**src/rtl/uart_tx_arbiter.sv**
```systemverilog
// Round-robin arbiter/sequencer sharing one UART transmitter among NREQ byte requesters.
// Optional feature macro UART_ARB_TIMEOUT_EN: WAIT timeout with sticky timeout_err output.
module uart_tx_arbiter #(
    parameter int NREQ           = 4,
    parameter int TIMEOUT_CYCLES = 600000
) (
    input  logic                    clk,
    input  logic                    rst,
    input  logic [NREQ-1:0]         req,
    input  logic [8*NREQ-1:0]       req_data,
    output logic [NREQ-1:0]         ack,
    output logic [NREQ-1:0]         done,
    output logic                    tx_newd,
    output logic [7:0]              tx_data,
    input  logic                    tx_done,
    output logic                    busy,
    output logic [$clog2(NREQ)-1:0] owner
`ifdef UART_ARB_TIMEOUT_EN
    ,
    output logic                    timeout_err
`endif
);

    localparam int IDXW = $clog2(NREQ);

    typedef enum logic [1:0] {S_IDLE, S_LAUNCH, S_WAIT} state_e;

    if (NREQ < 2 || NREQ > 8 || TIMEOUT_CYCLES < 1) begin : g_param_check
        $error("uart_tx_arbiter: NREQ must be 2..8 and TIMEOUT_CYCLES must be positive");
    end

    state_e          state_q;
    logic [IDXW-1:0] last_q;
    logic [IDXW-1:0] owner_q;
    logic [7:0]      data_q;
    logic [NREQ-1:0] ack_q;
    logic [NREQ-1:0] done_q;
    logic            newd_q;

    logic            win_valid_d;
    logic [IDXW-1:0] win_idx_d;
    logic [IDXW-1:0] cand;

`ifdef UART_ARB_TIMEOUT_EN
    localparam int CNT_W = $clog2(TIMEOUT_CYCLES + 1);
    logic [CNT_W-1:0] cnt_q;
    logic             err_q;
`endif

    // Scan from the highest offset down so the nearest requester after last_q wins.
    // NOTE: every always_comb output gets a default first; a missed path would infer a latch.
    always_comb begin
        win_valid_d = 1'b0;
        win_idx_d   = '0;
        cand        = '0;
        for (int k = NREQ; k >= 1; k--) begin
            cand = IDXW'((int'(last_q) + k) % NREQ);
            if (req[cand]) begin
                win_valid_d = 1'b1;
                win_idx_d   = cand;
            end
        end
    end

    always_ff @(posedge clk or negedge rst) begin
        if (!rst) begin
            state_q <= S_IDLE;
            last_q  <= IDXW'(NREQ - 1);
            owner_q <= '0;
            data_q  <= '0;
            ack_q   <= '0;
            done_q  <= '0;
            newd_q  <= 1'b0;
`ifdef UART_ARB_TIMEOUT_EN
            cnt_q   <= '0;
            err_q   <= 1'b0;
`endif
        end else begin
            // NOTE: non-blocking defaults make every pulse last one cycle; a later
            // non-blocking assignment in the same edge overrides the single bit it sets.
            ack_q  <= '0;
            done_q <= '0;
            newd_q <= 1'b0;
            case (state_q)
                S_IDLE: begin
                    if (win_valid_d) begin
                        data_q         <= req_data[8*win_idx_d +: 8];
                        owner_q        <= win_idx_d;
                        last_q         <= win_idx_d;
                        ack_q[win_idx_d] <= 1'b1;
                        state_q        <= S_LAUNCH;
                    end
                end
                S_LAUNCH: begin
                    newd_q  <= 1'b1;
                    state_q <= S_WAIT;
`ifdef UART_ARB_TIMEOUT_EN
                    cnt_q   <= '0;
`endif
                end
                S_WAIT: begin
                    if (tx_done) begin
                        done_q[owner_q] <= 1'b1;
                        state_q         <= S_IDLE;
                    end
`ifdef UART_ARB_TIMEOUT_EN
                    else if (cnt_q == CNT_W'(TIMEOUT_CYCLES - 1)) begin
                        done_q[owner_q] <= 1'b1;
                        err_q           <= 1'b1;
                        state_q         <= S_IDLE;
                    end else begin
                        cnt_q <= cnt_q + 1'b1;
                    end
`endif
                end
                default: state_q <= S_IDLE;
            endcase
        end
    end

    assign ack     = ack_q;
    assign done    = done_q;
    assign tx_newd = newd_q;
    assign tx_data = data_q;
    assign owner   = owner_q;
    assign busy    = (state_q != S_IDLE);
`ifdef UART_ARB_TIMEOUT_EN
    assign timeout_err = err_q;
`endif

endmodule

```
**config.mk**
```make
export PLATFORM = sky130hd
export DESIGN_NAME = uart_tx_arbiter
export DESIGN_NICKNAME = d
export VERILOG_FILES = /design/src/rtl/uart_tx_arbiter.sv
export SDC_FILE = /design/constraint.sdc
export NUM_CORES = 1
export LEC_CHECK = 0
export ABC_AREA = 1
export CORE_MARGIN = 10
export CORE_UTILIZATION = 42
export CTS_CLUSTER_SIZE = 28
export DETAILED_ROUTE_END_ITERATION = 8
export GPL_TIMING_DRIVEN = 0
export PLACE_DENSITY = 0.86
export SKIP_LAST_GASP = 1
export SLEW_MARGIN = 20
export SYNTH_ARGS = -nofsm -noshare
export SYNTH_HDL_FRONTEND = slang
export SYNTH_SLANG_ARGS = --single-unit
```
**constraint.sdc**
```tcl
create_clock -name clk -period 1.8 [get_ports clk]
set_input_delay 0.18 -clock clk [delete_from_list [all_inputs] [get_ports clk]]
set_output_delay 0.18 -clock clk [all_outputs]
set_load 0.03 [all_outputs]
```
; ---- After elaboration in Yosys (flattened, before gate mapping)
; Index checks and enable logic that the tools add are counted.
[totals]
output_inout_bits = 20
reg_bits = 23
elab_cells = 58
[op_classes]
add_sub_neg = 4
shifts = 1
muxes = 28
n_eq_ne = 4
n_reduce_logical = 6
order_cmp = 8
[op_table]
columns = op, count
row1 = variable part select 32 x 6 -> 8 bit, 1
row2 = "< comparator 2 x 3 -> 1 bit, second input constant", 6
row3 = 2-to-1 mux 4 bit, 4
row4 = 2-to-1 mux 2 bit, 6
row5 = 2-to-1 mux 1 bit, 11
row6 = binary-select mux 1 bit (select 2 bit), 4
row7 = case mux 2 bit (3 select lines), 1
row8 = "adder 2 x 1 -> 2 bit, second input constant", 2
row9 = "adder 2 bit, second input constant", 2
row10 = demux 1 bit (select 2 bit), 2
row11 = "greater-or-equal comparator 2 x 1 -> 1 bit, second input constant", 2
row12 = "!= test 2 bit, second input constant", 2
row13 = AND reduction 2 bit, 2
row14 = "equality test 2 x 1 -> 1 bit, second input constant", 1
row15 = "equality test 2 bit, second input constant", 1
row16 = logical AND 1 bit, 2
row17 = zero test 2 bit, 1
row18 = nonzero test 2 bit, 1

; ---- Longest topological paths before layout
[logic_depth]
ltp_word = 13
depth_mapped = 16
ltp_nobuf = 14

; ---- Least setup slack after synthesis
; No wires, ideal clock.
[synth_timing]
path_kind = register to register
from = register last_q[0]
to = register data_q[1] (netlist: tx_data[1])
path_slack_ns = 0.166
arrival_ns = 1.504
n_path_buf = 2
required_time_ns = 1.670
setup_time_ns = 0.130
path_stages_with_launch = 16
path_cell_list = dfstp_2 > buf_6 > inv_4 > nand2_1 > nand3_1 > nand2_1 > inv_1 > nand2_1 > nand2_1 > nand2_1 > nand2_2 > buf_6 > inv_4 > nand2_1 > nand3_1 > nand3_1
[synth_between]
elab_chain_cells = 8
word_cells_on_any_way = 22
cone_classes = 4 x add/sub / 1 x shift / 16 x mux / 1 x reduce/logical
[synth_rtl]
columns = element, line
row1 = "start, declared", 33  ; logic [IDXW-1:0] last_q;
row2 = "start signal, assigned", 68  ; last_q <= IDXW'(NREQ - 1);
row3 = "start signal, assigned", 89  ; last_q <= win_idx_d;
row4 = adder 2 x 1 -> 2 bit, 57  ; cand = IDXW'((int'(last_q) + k) % NREQ);
row5 = binary-select mux 1 bit (select 2 bit), 58  ; if (req[cand]) begin
row6 = 2-to-1 mux 1 bit (implied by the code), 58
row7 = 2-to-1 mux 2 bit / 2-to-1 mux 1 bit (equally long branches) (4 in series), 58
row8 = variable part select 32 x 6 -> 8 bit / AND reduction 2 bit (equally long branches), -
row9 = "end signal, assigned", 87  ; data_q <= req_data[8*win_idx_d +: 8];
row10 = "end, declared", 35  ; logic [7:0] data_q;
; Parallel ways exist; a longest one is shown, timed or not. The select of a mux whose other input is x is not followed.
; A chain may end at the register's enable or synchronous reset.

; ---- Worst setup path after layout
[layout_timing]
from = register last_q[1]
to = register data_q[1] (netlist: tx_data[1])
; The elaborated chain is that of the path after synthesis.

==> results.txt <==
The run finished, with violations left. Synthesis inferred 23 register bits. The via count of the first global-routing pass came out at 1466. Yosys attributes the largest share of cell area to sky130_fd_sc_hd__dfrtp_1 (37%), sky130_fd_sc_hd__nand2_1 (19%), sky130_fd_sc_hd__inv_1 (11%). In this run, synthesis inferred 0 flip-flops with an integrated enable. After synthesis, the mean cell area works out to 6.83 µm².

For the count of unique library cells instantiated by Yosys, the log shows 22. The share of Yosys cell area claimed by the top area cell type came out at 37.4%. Once layout is complete, the cells apart from fillers number 322. The overall die height works out to 77.9 µm. The die is 77.9 µm wide. By count the netlist is led by sky130_fd_sc_hd__nand2_1 (72), sky130_fd_sc_hd__inv_1 (42), sky130_fd_sc_hd__nand3_1 (30). The tools report the net count of the mapped netlist as 245.

Max-cap violations in this run came to 0. The proportion of synthesized flip-flops having asynchronous set or reset was 100%; the net total in the final layout was 318. The average wire per cell in the routed design was 13.5 µm. The run gives 12.5% as the overall global routing resource usage. The clock-pin slew of the registers on the worst-case setup and hold paths was 0.13 ns; the total die area was 6060 µm².

The logs give 0 for the hold violation total from the final report and -0.08 ns for the worst reg-to-reg setup slack. The worst-case setup margin in the final layout was -0.0831 ns. The first detailed-routing pass took 4 iterations.

The maximum level of the CTS H-tree is 1. The cell at the root of the clock tree was sky130_fd_sc_hd__clkbuf_4. Final-report max-slew violation count: 0. The tools report the wire length of the first global-routing pass as 6350 µm. The tools report the clock insertion delay at the later pin of the skew report as 0.32 ns. For the post-synthesis cell count, the log shows 206. The clock drives 23 sinks. At the end of routability-driven placement, the weighted congestion stood at 0.814. In this run the power density over the cells is 2110 nW/µm². The min-delay analysis places its worst path in the category input pin to async pin. The worst IR drop on VDD is 1.22 mV, and the port buffer count is 58.

For this configuration, the core starts out at a cell density of 45.0%. In this run the worst setup path begins at last_q[1]. Timing would allow up to 531 MHz. In this run the remaining antenna-violating nets after routing total 0. The most used flip-flop cell after synthesis is sky130_fd_sc_hd__dfrtp_1. In the post-synthesis netlist, the cell with the most instances is sky130_fd_sc_hd__nand2_1. In this run the critical register-to-register path is launched from last_q[1]. The worst setup path is launched from a flip-flop. During synthesis, Yosys emitted a total of 0 warnings. The logs give 0 for the number of antenna violations at the first check in global routing and 35 for the initial DRC count.

Setup repair after global routing could not meet its margin everywhere. The run gives 1501 as the via count. Pin placement for this block handled 59 I/O pins.

The critical path in this run is classified as flip-flop to flip-flop. The core area was 3130 µm²; the setup skew after layout was 0.000920 ns. The total inserted antenna cells is 0. In this run the tightest slew margin relative to its limit is 66.2%. The tools report the data required time of the critical path as 2.02 ns. Of the available clock period, the critical path in the final layout requires 105%.

The analysis attributes to cell leakage a power of 1.24 nW. For the finished layout, the period the worst path requires is 1.88 ns. The worst hold slack after final layout is 0.354 ns, and the setup slack at placement is -0.0590 ns. In this run the deepest clock path goes through 2 buffers. Share of the core filled with cells: 74.8%. The slew at the pin with the worst max-slew slack came out at 0.507 ns. The area taken by multi-input logic gates is 764 µm².

Counting tap cells, the placed design contains a total of 308 instances. The tools report the total CTS buffers as 3. The maximum number of pins on one net before global-route repair came out at 24. The run gives 20 as the total number of placement rows.

The count of fill cells added during filler insertion was 243. In this run the worst setup path terminates at tx_data[1]. The setup TNS after final layout is -0.564 ns. The share of the Yosys chip area taken by registers is 41.1%.

Dividing the detail-routed via count by the number of cells gives 4.66. The run gives 0 as the sum of overflow across all layers after global routing. Data on the critical path arrives at its endpoint at 2.10 ns. Summed over all instances, the cell type with the most area after synthesis is sky130_fd_sc_hd__dfrtp_1.

The final reports fail on negative setup slack. The post-DP HPWL is 3040 µm, and the depth of the most critical reg-to-reg path is 12. The run gives 1410 µm² as the post-synthesis instance area. Across the whole layout, storage elements account for 578 µm².

In this run the critical register-to-register path is captured at tx_data[1]. Fraction of final layout cells sized beyond drive strength 1: 21.9%. TritonCTS built the clock tree. The total routed wirelength is 4330 µm, and the total of endpoints with negative setup slack in the final report is 12. The critical path endpoint category was a flip-flop.

For this run, design rule violations remaining after detail routing come to 0. Of all nets on the critical path, the largest fanout is 5. Relative to the synthesized area, the layout overhead comes to 66.5%.
[how the worst min path moves through the flow]
stage | from | endpoint | slack, ns
finish | rst | state_q[1] | 0.35
floorplan | rst | ack[0] | -0.12
CTS | rst | done[0] | 0.42
global placement | state_q[1] | tx_newd | 0.45
global route | rst | done[0] | 0.39
detailed placement | state_q[1] | tx_newd | 0.45
[metal layers]
| layer | vias to the layer above | GRT usage [%] | part of all wire, % |
|---|---|---|---|
| met2 | 52 | 21.4 | 49 |
| met4 | 0 | 3.83 | 1.6 |
| met1 | 675 | 13.2 | 40 |
| met5 | - | 0 | 0 |
| met3 | 7 | 6.11 | 9.2 |
| li1 | 767 | - | - |
[cells in the final DEF (no fill, tap or decap), types with 3 or more instances in the layout]
cell                              instances
sky130_fd_sc_hd__buf_4                    9
sky130_fd_sc_hd__buf_6                    6
sky130_fd_sc_hd__clkbuf_4                 3
sky130_fd_sc_hd__clkdlybuf4s50_1         56
sky130_fd_sc_hd__dfrtp_1                 21
sky130_fd_sc_hd__inv_1                   41
sky130_fd_sc_hd__nand2_1                 52
sky130_fd_sc_hd__nand2_2                  9
sky130_fd_sc_hd__nand2_4                 15
sky130_fd_sc_hd__nand3_1                 27
sky130_fd_sc_hd__nor2_1                   4
sky130_fd_sc_hd__nor4_1                   4
sky130_fd_sc_hd__o211ai_1                 3
[final cells by class]
| class | count | area share (%) |
|---|---|---|
| plain buffers | 6 | 2.57 |
| clock buffers | 3 | 0.962 |
| clock inverters | 1 | 0.214 |
| inverters | 47 | 8.39 |
| multi-input cells | 130 | 32.7 |
| flip-flops and latches | 23 | 24.7 |
| well taps | 44 | 2.35 |
| repair buffers | 68 | 28.2 |
[sequential cells by signal (all words and copies together), names as in the netlist]
signal	count
done	4
state_q	2
last_q	2
tx_data	8
ack	4
owner	2
tx_newd	1
[logic make-up (layout without fill, tap and decap cells)]
family | count (synthesis) | after routing | synth area share (%)
AO/OA/AOI/OAI | 9 | 9 | 4.18
buffers and inverters | 53 | 125 | 16.7
flip-flops | 23 | 23 | 41.1
AND/OR/NAND/NOR | 121 | 121 | 38.0
[power breakdown]
group	total (mW)	internal [mW]	switching, mW
Sequential	0.871	0.747	0.124
Clock	0.245	0.0834	0.162
Combinational	3.82	1.54	2.27
[metrics by stage]
step | power [mW] | instance area [µm²]
after floorplan | 2.93 | 1410
after global placement | 3.72 | 2040
after detailed placement | 3.77 | 2040
after CTS | 4.34 | 2150
after global routing | 5.33 | 2340
final | 4.93 | 2340
[what timing repair did]
action	4_1_cts	5_1_grt
hold buffers	0	1
setup buffers	3	3
resized for setup	18	40
cloned	2	1
pin swaps	7	14
endpoints found under the setup margin	10	15
endpoints found under the hold margin	0	21
[critical path, stage by stage, from the launching register on]
cell and delay (ns):
sky130_fd_sc_hd__dfstp_2 0.59, sky130_fd_sc_hd__inv_1 0.14, sky130_fd_sc_hd__nand2_2 0.12, sky130_fd_sc_hd__nand2_4 0.06, sky130_fd_sc_hd__nand2_2 0.08, sky130_fd_sc_hd__nand2_2 0.08
sky130_fd_sc_hd__nand2_4 0.09, sky130_fd_sc_hd__nand2_4 0.06, sky130_fd_sc_hd__nand2_4 0.07, sky130_fd_sc_hd__nand2_4 0.08, sky130_fd_sc_hd__buf_6 0.13, sky130_fd_sc_hd__o211ai_1 0.17
sky130_fd_sc_hd__nand3_1 0.09
Note: power is estimated with default switching activity, not from simulation.
